File: config.mk
export PLATFORM = sky130hd
export DESIGN_NAME = pcm_sample_player
export DESIGN_NICKNAME = d
export VERILOG_FILES = /design/src/rtl/discrete_audio_pkg.sv /design/src/rtl/pcm_sample_player.sv
export SDC_FILE = /design/constraint.sdc
export NUM_CORES = 1
export LEC_CHECK = 0
export CAP_MARGIN = 20
export CORE_UTILIZATION = 40
export DETAILED_ROUTE_END_ITERATION = 16
export PLACE_DENSITY = 0.69
export SLEW_MARGIN = 5
export SYNTH_ARGS = -nofsm -noshare
export SYNTH_HDL_FRONTEND = slang
export SYNTH_SLANG_ARGS = --single-unit
File: constraint.sdc
create_clock -name clk -period 2.6 [get_ports clk]
set_input_delay 0.65 -clock clk [delete_from_list [all_inputs] [get_ports clk]]
set_output_delay 0.65 -clock clk [all_outputs]
set_load 0.005 [all_outputs]
File: src/rtl/discrete_audio_pkg.sv
// Shared types for the discrete audio chain: signed sample type, PCM player
// state encoding and the unsigned-byte to signed-sample conversion.
package discrete_audio_pkg;

  typedef logic signed [15:0] sample_t;

  typedef enum logic [1:0] {
    IDLE  = 2'd0,
    FETCH = 2'd1,
    READY = 2'd2,
    DRAIN = 2'd3
  } pcm_state_t;

  // 0x80 is silence; flipping the MSB recentres the byte around zero.
  function automatic sample_t u8_to_sample(input logic [7:0] b);
    return {b ^ 8'h80, 8'h00};
  endfunction

endpackage

File: src/rtl/pcm_sample_player.sv
// Plays an 8-bit unsigned PCM region from an external ROM as a signed 16-bit
// stream, one sample per audio_clk_en, prefetching the next byte between enables.
//
// ROM handshake: rom_rd is a one-cycle request carrying rom_addr; the ROM answers
// with a single rom_valid/rom_data beat any number (>=1) of cycles later. At most
// one read is ever outstanding; a beat with no read outstanding is ignored.
module pcm_sample_player
  import discrete_audio_pkg::*;
#(
  parameter int ADDR_WIDTH = 16
) (
  input  logic                  clk,
  input  logic                  reset,
  input  logic                  audio_clk_en,
  input  logic                  trigger,
  input  logic                  loop_en,
  input  logic [ADDR_WIDTH-1:0] start_addr,
  input  logic [ADDR_WIDTH-1:0] end_addr,
  output logic                  rom_rd,
  output logic [ADDR_WIDTH-1:0] rom_addr,
  input  logic                  rom_valid,
  input  logic [7:0]            rom_data,
  output sample_t               out,
  output logic                  playing,
  output logic                  done,
  output logic                  underrun,
  output pcm_state_t            state_dbg
);

  pcm_state_t            state_q, state_n;
  logic [ADDR_WIDTH-1:0] addr_q, start_q, end_q;
  sample_t               buf_q;
  logic                  pending_q, discard_q, need_rd_q;
  logic                  rd_fire, ret, accept;
  logic                  play, finish, starve;

  // A restart suppresses any read in its own cycle so the old address never goes out.
  assign rd_fire   = (state_q == FETCH) && need_rd_q && !pending_q && !trigger;
  assign ret       = rom_valid && pending_q;
  assign accept    = ret && !discard_q && (state_q == FETCH) && !trigger;
  assign rom_rd    = rd_fire;
  assign rom_addr  = addr_q;
  assign state_dbg = state_q;

  always_comb begin
    state_n = state_q;
    play    = 1'b0;
    finish  = 1'b0;
    starve  = 1'b0;
    if (trigger) begin
      state_n = FETCH;
    end else begin
      case (state_q)
        IDLE: state_n = IDLE;
        FETCH: begin
          starve = audio_clk_en;
          if (accept) state_n = READY;
        end
        READY: begin
          if (audio_clk_en) begin
            play    = 1'b1;
            state_n = ((addr_q != end_q) || loop_en) ? FETCH : DRAIN;
          end
        end
        DRAIN: begin
          if (audio_clk_en) begin
            finish  = 1'b1;
            state_n = IDLE;
          end
        end
        default: state_n = IDLE;
      endcase
    end
  end

  always_ff @(posedge clk or posedge reset) begin
    if (reset) begin
      state_q   <= IDLE;
      addr_q    <= '0;
      start_q   <= '0;
      end_q     <= '0;
      buf_q     <= '0;
      out       <= '0;
      playing   <= 1'b0;
      done      <= 1'b0;
      underrun  <= 1'b0;
      pending_q <= 1'b0;
      discard_q <= 1'b0;
      need_rd_q <= 1'b0;
    end else begin
      state_q   <= state_n;
      underrun  <= starve;
      done      <= finish;
      pending_q <= rd_fire | (pending_q & ~ret);
      need_rd_q <= trigger | (play && (state_n == FETCH)) | (need_rd_q & ~rd_fire);
      // A read still in flight at restart belongs to the old region; drop its data.
      if (trigger) discard_q <= pending_q & ~ret;
      else if (ret) discard_q <= 1'b0;
      if (trigger) begin
        start_q <= start_addr;
        end_q   <= end_addr;
        addr_q  <= start_addr;
        playing <= 1'b1;
      end else if (play) begin
        addr_q <= (addr_q == end_q) ? start_q : addr_q + 1'b1;
      end
      if (accept) buf_q <= u8_to_sample(rom_data);
      if (play) out <= buf_q;
      if (finish) begin
        out     <= '0;
        playing <= 1'b0;
      end
    end
  end

endmodule

==> results of run 1 <==
## power groups by stage
stage	clock [mW]	sequential [mW]	combinational, mW
finish	0.912	1.44	0.605
global route	0.976	1.46	0.671
CTS	0.931	1.44	0.612
detailed placement	0	1.46	0.606
global placement	0	1.45	0.591
floorplan	0	1.42	0.360
## layer usage
metal  up-vias  global-route usage (%)  wire (µm)  part of all wire, %
met5         -                       0          0                    0
met4         0                   6.592        109                  1.4
met3        10                   4.466        352                  4.5
met2        74                   28.75       3760                   48
met1      1297                   26.55       3635                   46
li1       1242                       -          -                    -
## worst paths after layout
check	startpoint	end	slack [ps]	cells past startpoint
hold reg to reg	out[13]	out[13]	480	2
max in group asynchronous	reset	state_dbg[1]	1390	3
setup reg to reg	rom_addr[6]	state_dbg[1]	530	5
hold / removal	out[13]	out[13]	480	2
setup / recovery	state_dbg[1]	rom_rd	140	4
min in group asynchronous	reset	buf_q[13]	660	2
## per-stage QoR
step | utilization (%) | worst slack [ps]
final | 54.97 | 138.4
after detailed placement | 52.40 | 130.9
after floorplan | - | 125.1
after global routing | 54.97 | 21.58
after global placement | 52.40 | 109.6
after CTS | 54.92 | 46.75
## repair_timing
action                                  4_1_cts  5_1_grt
endpoints found under the setup margin        1        1
pin swaps                                     0        1
gates cloned                                  0        0
endpoints found under the hold margin         0        0
resized for setup                             1        2
## cell type report
class	count	area (µm²)
multi-input combinational	215	1569
sequential	72	1803
tap	105	131.4
clock inverter	3	40.04
clock buffer	12	165.2
inverter	10	37.54
fill	782	3756
timing repair buffer	84	838.3
## sequential cells by signal, indices dropped and copies added (netlist names), 2 cells and up
name	count
out	8
rom_addr	16
start_q	16
end_q	16
state_dbg	2
buf_q	8
## worst register-to-register path, cell delays in order, from the launching register on
cell	delay (ps)
dfrtp_1	500
xor2_1	210
nor4_1	380
nand4_1	260
or3_1	390
a211oi_2	220
## cells by family (layout without fill, tap and decap cells)
kind of cell | count (synthesis) | count (layout) | synth area share, %
mux | 52 | 52 | 16.16
simple gates | 68 | 68 | 9.954
xor+xnor | 30 | 30 | 7.492
buf+inv | 35 | 109 | 4.852
compound gates | 56 | 56 | 9.704
other cells | 1 | 8 | 0.1069
fa+ha+maj | 1 | 1 | 0.3567
flops | 72 | 72 | 51.37
## cell usage after synthesis, types with 2 or more instances
library cell	count
a21oi_1	10
o21ai_0	12
nor2_1	14
mux2i_1	15
a22oi_1	11
xnor2_1	9
buf_2	7
nand3b_1	3
buf_4	8
dfrtp_1	72
nand2b_1	2
nor3_1	2
a31oi_1	2
o31ai_1	2
nand3_1	3
nand4_1	5
inv_1	10
nor4_1	7
clkbuf_1	9
mux2_2	37
nand2_1	23
o21ai_1	13
xor2_1	21
==> qor.yml, run 1 <==
crit_type: "flip-flop to output port"
layout_commonest_cell: "clkdlybuf4s50_1"
crit_chain: "nor2b_2, nand2b_1, nor3b_2, clkdlybuf4s50_1"
async_flop_share_pct: 100.0
worst_slew_pin_slew_ps: 901.0
drt_pass1_iterations: 6
switchingPower_uw: 781.4
final_cell_mix: "clkdlybuf4s50_1 (74), dfrtp_1 (71), mux2_2 (37), nand2_1 (23), xor2_1 (21)"
ctsHtreeMaxLevel: 3
combPwrFrac_pct: 20.5
outcome: "complete, no violations"
avgRoutedWirePerCell_um: 15.68
maxCapViolCount: 0
post_cts_buffers: 0
p_clk_share_pct: 30.9
drc: 0
path_buf_inv: 1
hold_class: "flip-flop to flip-flop"
antenna_cells: 0
clk_latency_ps: 340
placed_cell_area_mm2: 0.004370
whs_ps: 480.5
path_clk_slew_ps: 70
portBuffers: 75
power_mw: 2.953
netlist_instances: 315
path_max_fanout: 8
yosysWarnings: 0
postSynthAreaPerCell_um2: 11.13
dominantRegCellSynth: "dfrtp_1"
fin_cells: 501
hold_viol: 0
cts_tree: "built"
clock_path_buffers: 2
finalClockSkew_ps: 8.503
rsz0062_at_grt: "no"
synth_top_area_share_pct: 51.37
dpl.cell_count: 486
hold_buffers: 0
core_mm2: 0.008341
seq_power_share_pct: 48.7
max-slew-margin-rel_pct: 39.71
ys_seq_area_share_pct: 51.37
detail-route-antenna-nets: 0
p_per_area_mw_per_mm2: 644.1
period_needed_ps: 2462
grt_first_pass_wirelength_mm: 12.99
synth.distinct_cells: 41
ys_ff_latch: 72
cpMaxStageDelayCell: "clkdlybuf4s50_1"
grt_max_degree: 64
nNetsFinal: 439
overflow: 0
avgViaCountPerCell: 5.236
gp_congestion: 0.7981
startpoint_type: "flip-flop"
wl_mm: 7.857
grt_pass1_vias: 2575
initial_core_util_pct: 42.05
syn_area_mm2: 0.003507
leakagePower_nw: 1.993
row_count: 33
synth_largest_area_cell: "dfrtp_1"
p_int_mw: 2.171
num_io_pins: 84
timing.final.max_slew_violations: 0
setup_tns_ps: 0
clock.fmax_ghz: 0.4062
drive_gt1_share_pct: 17.42
cts_sinks: 72
die_y_um: 95.64
vdd_drop_max_mv: 0.3508
dr_total_vias: 2623
drt_iter0_drc: 99
clockRootBuffer: "clkbuf_8"
critical-path-top-delay-family: "buffers and inverters"
yosys-top-cells-area: "dfrtp_1 (51%), mux2_2 (12%), xor2_1 (5.2%)"
synth_edf_count: 0
slowest_delay_ps: 540
cp_data_required_time_ps: 1950
design_area_mm2: 0.004584
crit_arrival_ps: 1810
dieArea_mm2: 0.009146
netSwitchingFraction_pct: 26.46
finalSetupViolCount: 0
antenna_found_initial: 0
period_share_pct: 94.68
cts_buffers: 9
end_kind: "output port"
dp_hpwl_mm: 5.677
chipWidth_um: 95.64
track_usage_pct: 18.98
areaGrowthSynthToFinish_pct: 30.72
No activity file was read; power rests on OpenSTA's default activity.
==> run 2: changes to the inputs <==
--- a/config.mk
+++ b/config.mk
@@ -9,7 +9,7 @@
 export CORE_UTILIZATION = 40
 export DETAILED_ROUTE_END_ITERATION = 16
 export PLACE_DENSITY = 0.69
-export SLEW_MARGIN = 5
+export SLEW_MARGIN = 20
 export SYNTH_ARGS = -nofsm -noshare
 export SYNTH_HDL_FRONTEND = slang
 export SYNTH_SLANG_ARGS = --single-unit
==> results of run 2 <==
The final DEF is identical to that of run 1; final timing and power are the same.
==> run 3: changes to the inputs <==
--- a/config.mk
+++ b/config.mk
@@ -6,9 +6,11 @@
 export NUM_CORES = 1
 export LEC_CHECK = 0
 export CAP_MARGIN = 20
+export CORE_MARGIN = 2
 export CORE_UTILIZATION = 40
 export DETAILED_ROUTE_END_ITERATION = 16
 export PLACE_DENSITY = 0.69
+export SETUP_SLACK_MARGIN = 0.15
 export SLEW_MARGIN = 20
 export SYNTH_ARGS = -nofsm -noshare
 export SYNTH_HDL_FRONTEND = slang
==> qor.yml, run 3 (synthesized netlist as in run 1, its figures left out) <==
period_share_pct: 85.77  # was 94.68%
drt_pass1_iterations: 4  # was 6
core_mm2: 0.008593  # was 0.008341 mm²
maxCapViolCount: 0  # unchanged
timing.final.max_slew_violations: 0  # unchanged
dr_total_vias: 2613  # was 2623
overflow: 0  # unchanged
cts_tree: "built"  # unchanged
dp_hpwl_mm: 5.619  # was 5.677 mm
cts_sinks: 72  # unchanged
cp_data_required_time_ps: 1950  # about the same
end_kind: "output port"  # unchanged
ctsHtreeMaxLevel: 3  # unchanged
avgViaCountPerCell: 5.134  # was 5.236
hold_buffers: 0  # unchanged
antenna_cells: 0  # unchanged
portBuffers: 75  # unchanged
clock.fmax_ghz: 0.4484  # was 0.4062 GHz
period_needed_ps: 2230  # was 2462 ps
setup_tns_ps: 0  # unchanged
detail-route-antenna-nets: 0  # unchanged
vdd_drop_max_mv: 0.2851  # was 0.3508 mV
hold_class: "flip-flop to flip-flop"  # unchanged
outcome: "complete, no violations"  # unchanged
clockRootBuffer: "clkbuf_8"  # unchanged
p_per_area_mw_per_mm2: 670.4  # was 644.1 mW/mm²
grt_first_pass_wirelength_mm: 13.44  # was 12.99 mm
die_y_um: 97.64  # was 95.64 µm
gp_congestion: 0.7969  # was 0.7981
clock_path_buffers: 2  # unchanged
nNetsFinal: 443  # was 439
drive_gt1_share_pct: 18.70  # was 17.42%
grt_max_degree: 64  # unchanged
clk_latency_ps: 350  # was 340 ps
leakagePower_nw: 2.014  # was 1.993 nW
drt_iter0_drc: 126  # was 99
drc: 0  # unchanged
crit_type: "flip-flop to output port"  # unchanged
finalSetupViolCount: 0  # unchanged
num_io_pins: 84  # unchanged
hold_viol: 0  # unchanged
avgRoutedWirePerCell_um: 15.84  # was 15.68 µm
layout_commonest_cell: "clkdlybuf4s50_1"  # unchanged
seq_area_mm2: 0.001804  # was 0.001803 mm²
row_count: 34  # was 33
grt_pass1_vias: 2645  # was 2575
cts_buffers: 9  # unchanged
areaGrowthSynthToFinish_pct: 32.43  # was 30.72%
worst_slew_pin_slew_ps: 839.4  # was 901.0 ps
dieArea_mm2: 0.009533  # was 0.009146 mm²
setup_slack_ps: 370.0  # was 138.4 ps
final.fill_count: 760  # was 782
multi_input_area_mm2: 0.001569  # unchanged
chipWidth_um: 97.64  # was 95.64 µm
path_max_fanout: 8  # unchanged
max-slew-margin-rel_pct: 43.83  # was 39.71%
antenna_found_initial: 0  # unchanged
finalClockSkew_ps: 6.199  # was 8.503 ps
rsz0062_at_grt: "no"  # unchanged
track_usage_pct: 17.64  # was 18.98%
path_clk_slew_ps: 70  # about the same
crit_arrival_ps: 1580  # was 1810 ps
place_ws_ps: 124.7  # was 130.9 ps
final_cell_mix: "clkdlybuf4s50_1 (73), dfrtp_1 (70), mux2_2 (37), nand2_1 (23), xor2_1 (21)"  # was clkdlybuf4s50_1 (74), dfrtp_1 (71), mux2_2 (37), nand2_1 (23), xor2_1 (21)
wl_mm: 8.065  # was 7.857 mm
initial_core_util_pct: 40.81  # was 42.05%
startpoint_type: "flip-flop"  # unchanged
## run 3: cell types whose count changed in the layout (fill, tap and decap cells not counted)
cell and change:
clkdlybuf4s50_1 -1, bufinv_16 +1, dlygate4sd2_1 +1, clkinvlp_4 +3
buf_12 -1, clkinv_2 -2, buf_4 +5, dfrtp_1 -1
dfrtp_2 +1, inv_2 -1
## run 3: final cells by class
class | instances | area share, %
multi-input cells | 215 | 33.78
clock inverters | 4 | 1.616
well taps | 108 | 2.909
repair buffers | 88 | 18.40
inverters | 10 | 0.8890
flip-flops and latches | 72 | 38.85
clock buffers | 12 | 3.556
## run 3: critical path: stages (launching register included)
cell and delay [ps]:
dfrtp_2 460, nor2b_2 150, nand2b_1 120, nor3b_2 230
dlygate4sd2_1 270
## run 3: path summary, 6_finish.rpt
| check | start | endpoint | slack, ps | cells after the start |
|---|---|---|---|---|
| min in group asynchronous | reset | out[8] | 700 | 3 |
| min reg2reg | out[11] | out[11] | 490 | 2 |
| max reg2reg | rom_addr[6] | rom_addr[12] | 410 | 6 |
| min | out[11] | out[11] | 490 | 2 |
| max | state_dbg[1] | rom_rd | 370 | 4 |
| max in group asynchronous | reset | rom_addr[13] | 1600 | 3 |
## run 3: per-layer routing
metal  track usage [%]  up-vias  wire, µm
met5                 0        -         0
met1             23.85     1296      3654
met3             2.878       14       287
li1                  -     1251         -
met4             6.731        0       141
met2             28.54       52      3981
## run 3: stage by stage
stage	util (%)	hold slack (ps)	cell area [µm²]	power [mW]	instances
2_1_floorplan	-	472.6	3537	1.778	322
3_3_place_gp	50.71	462.7	4358	2.029	488
3_5_place_dp	50.71	473.8	4358	2.051	488
4_1_cts	54.05	491.0	4644	3.145	509
5_1_grt	54.05	513.8	4644	3.289	509
6_report	54.05	489.0	4644	3.113	509
## run 3: power by group
group,internal [mW],total (mW),switching (mW)
clock network,0.619,1.04,0.423
logic,0.382,0.636,0.253
registers,1.30,1.44,0.139
total,2.30,3.11,0.816
## run 3: repair_timing
item | in CTS | in global routing
resized for setup | 5 | 0
setup buffers | 5 | 0
endpoints found under the setup margin | 1 | 0
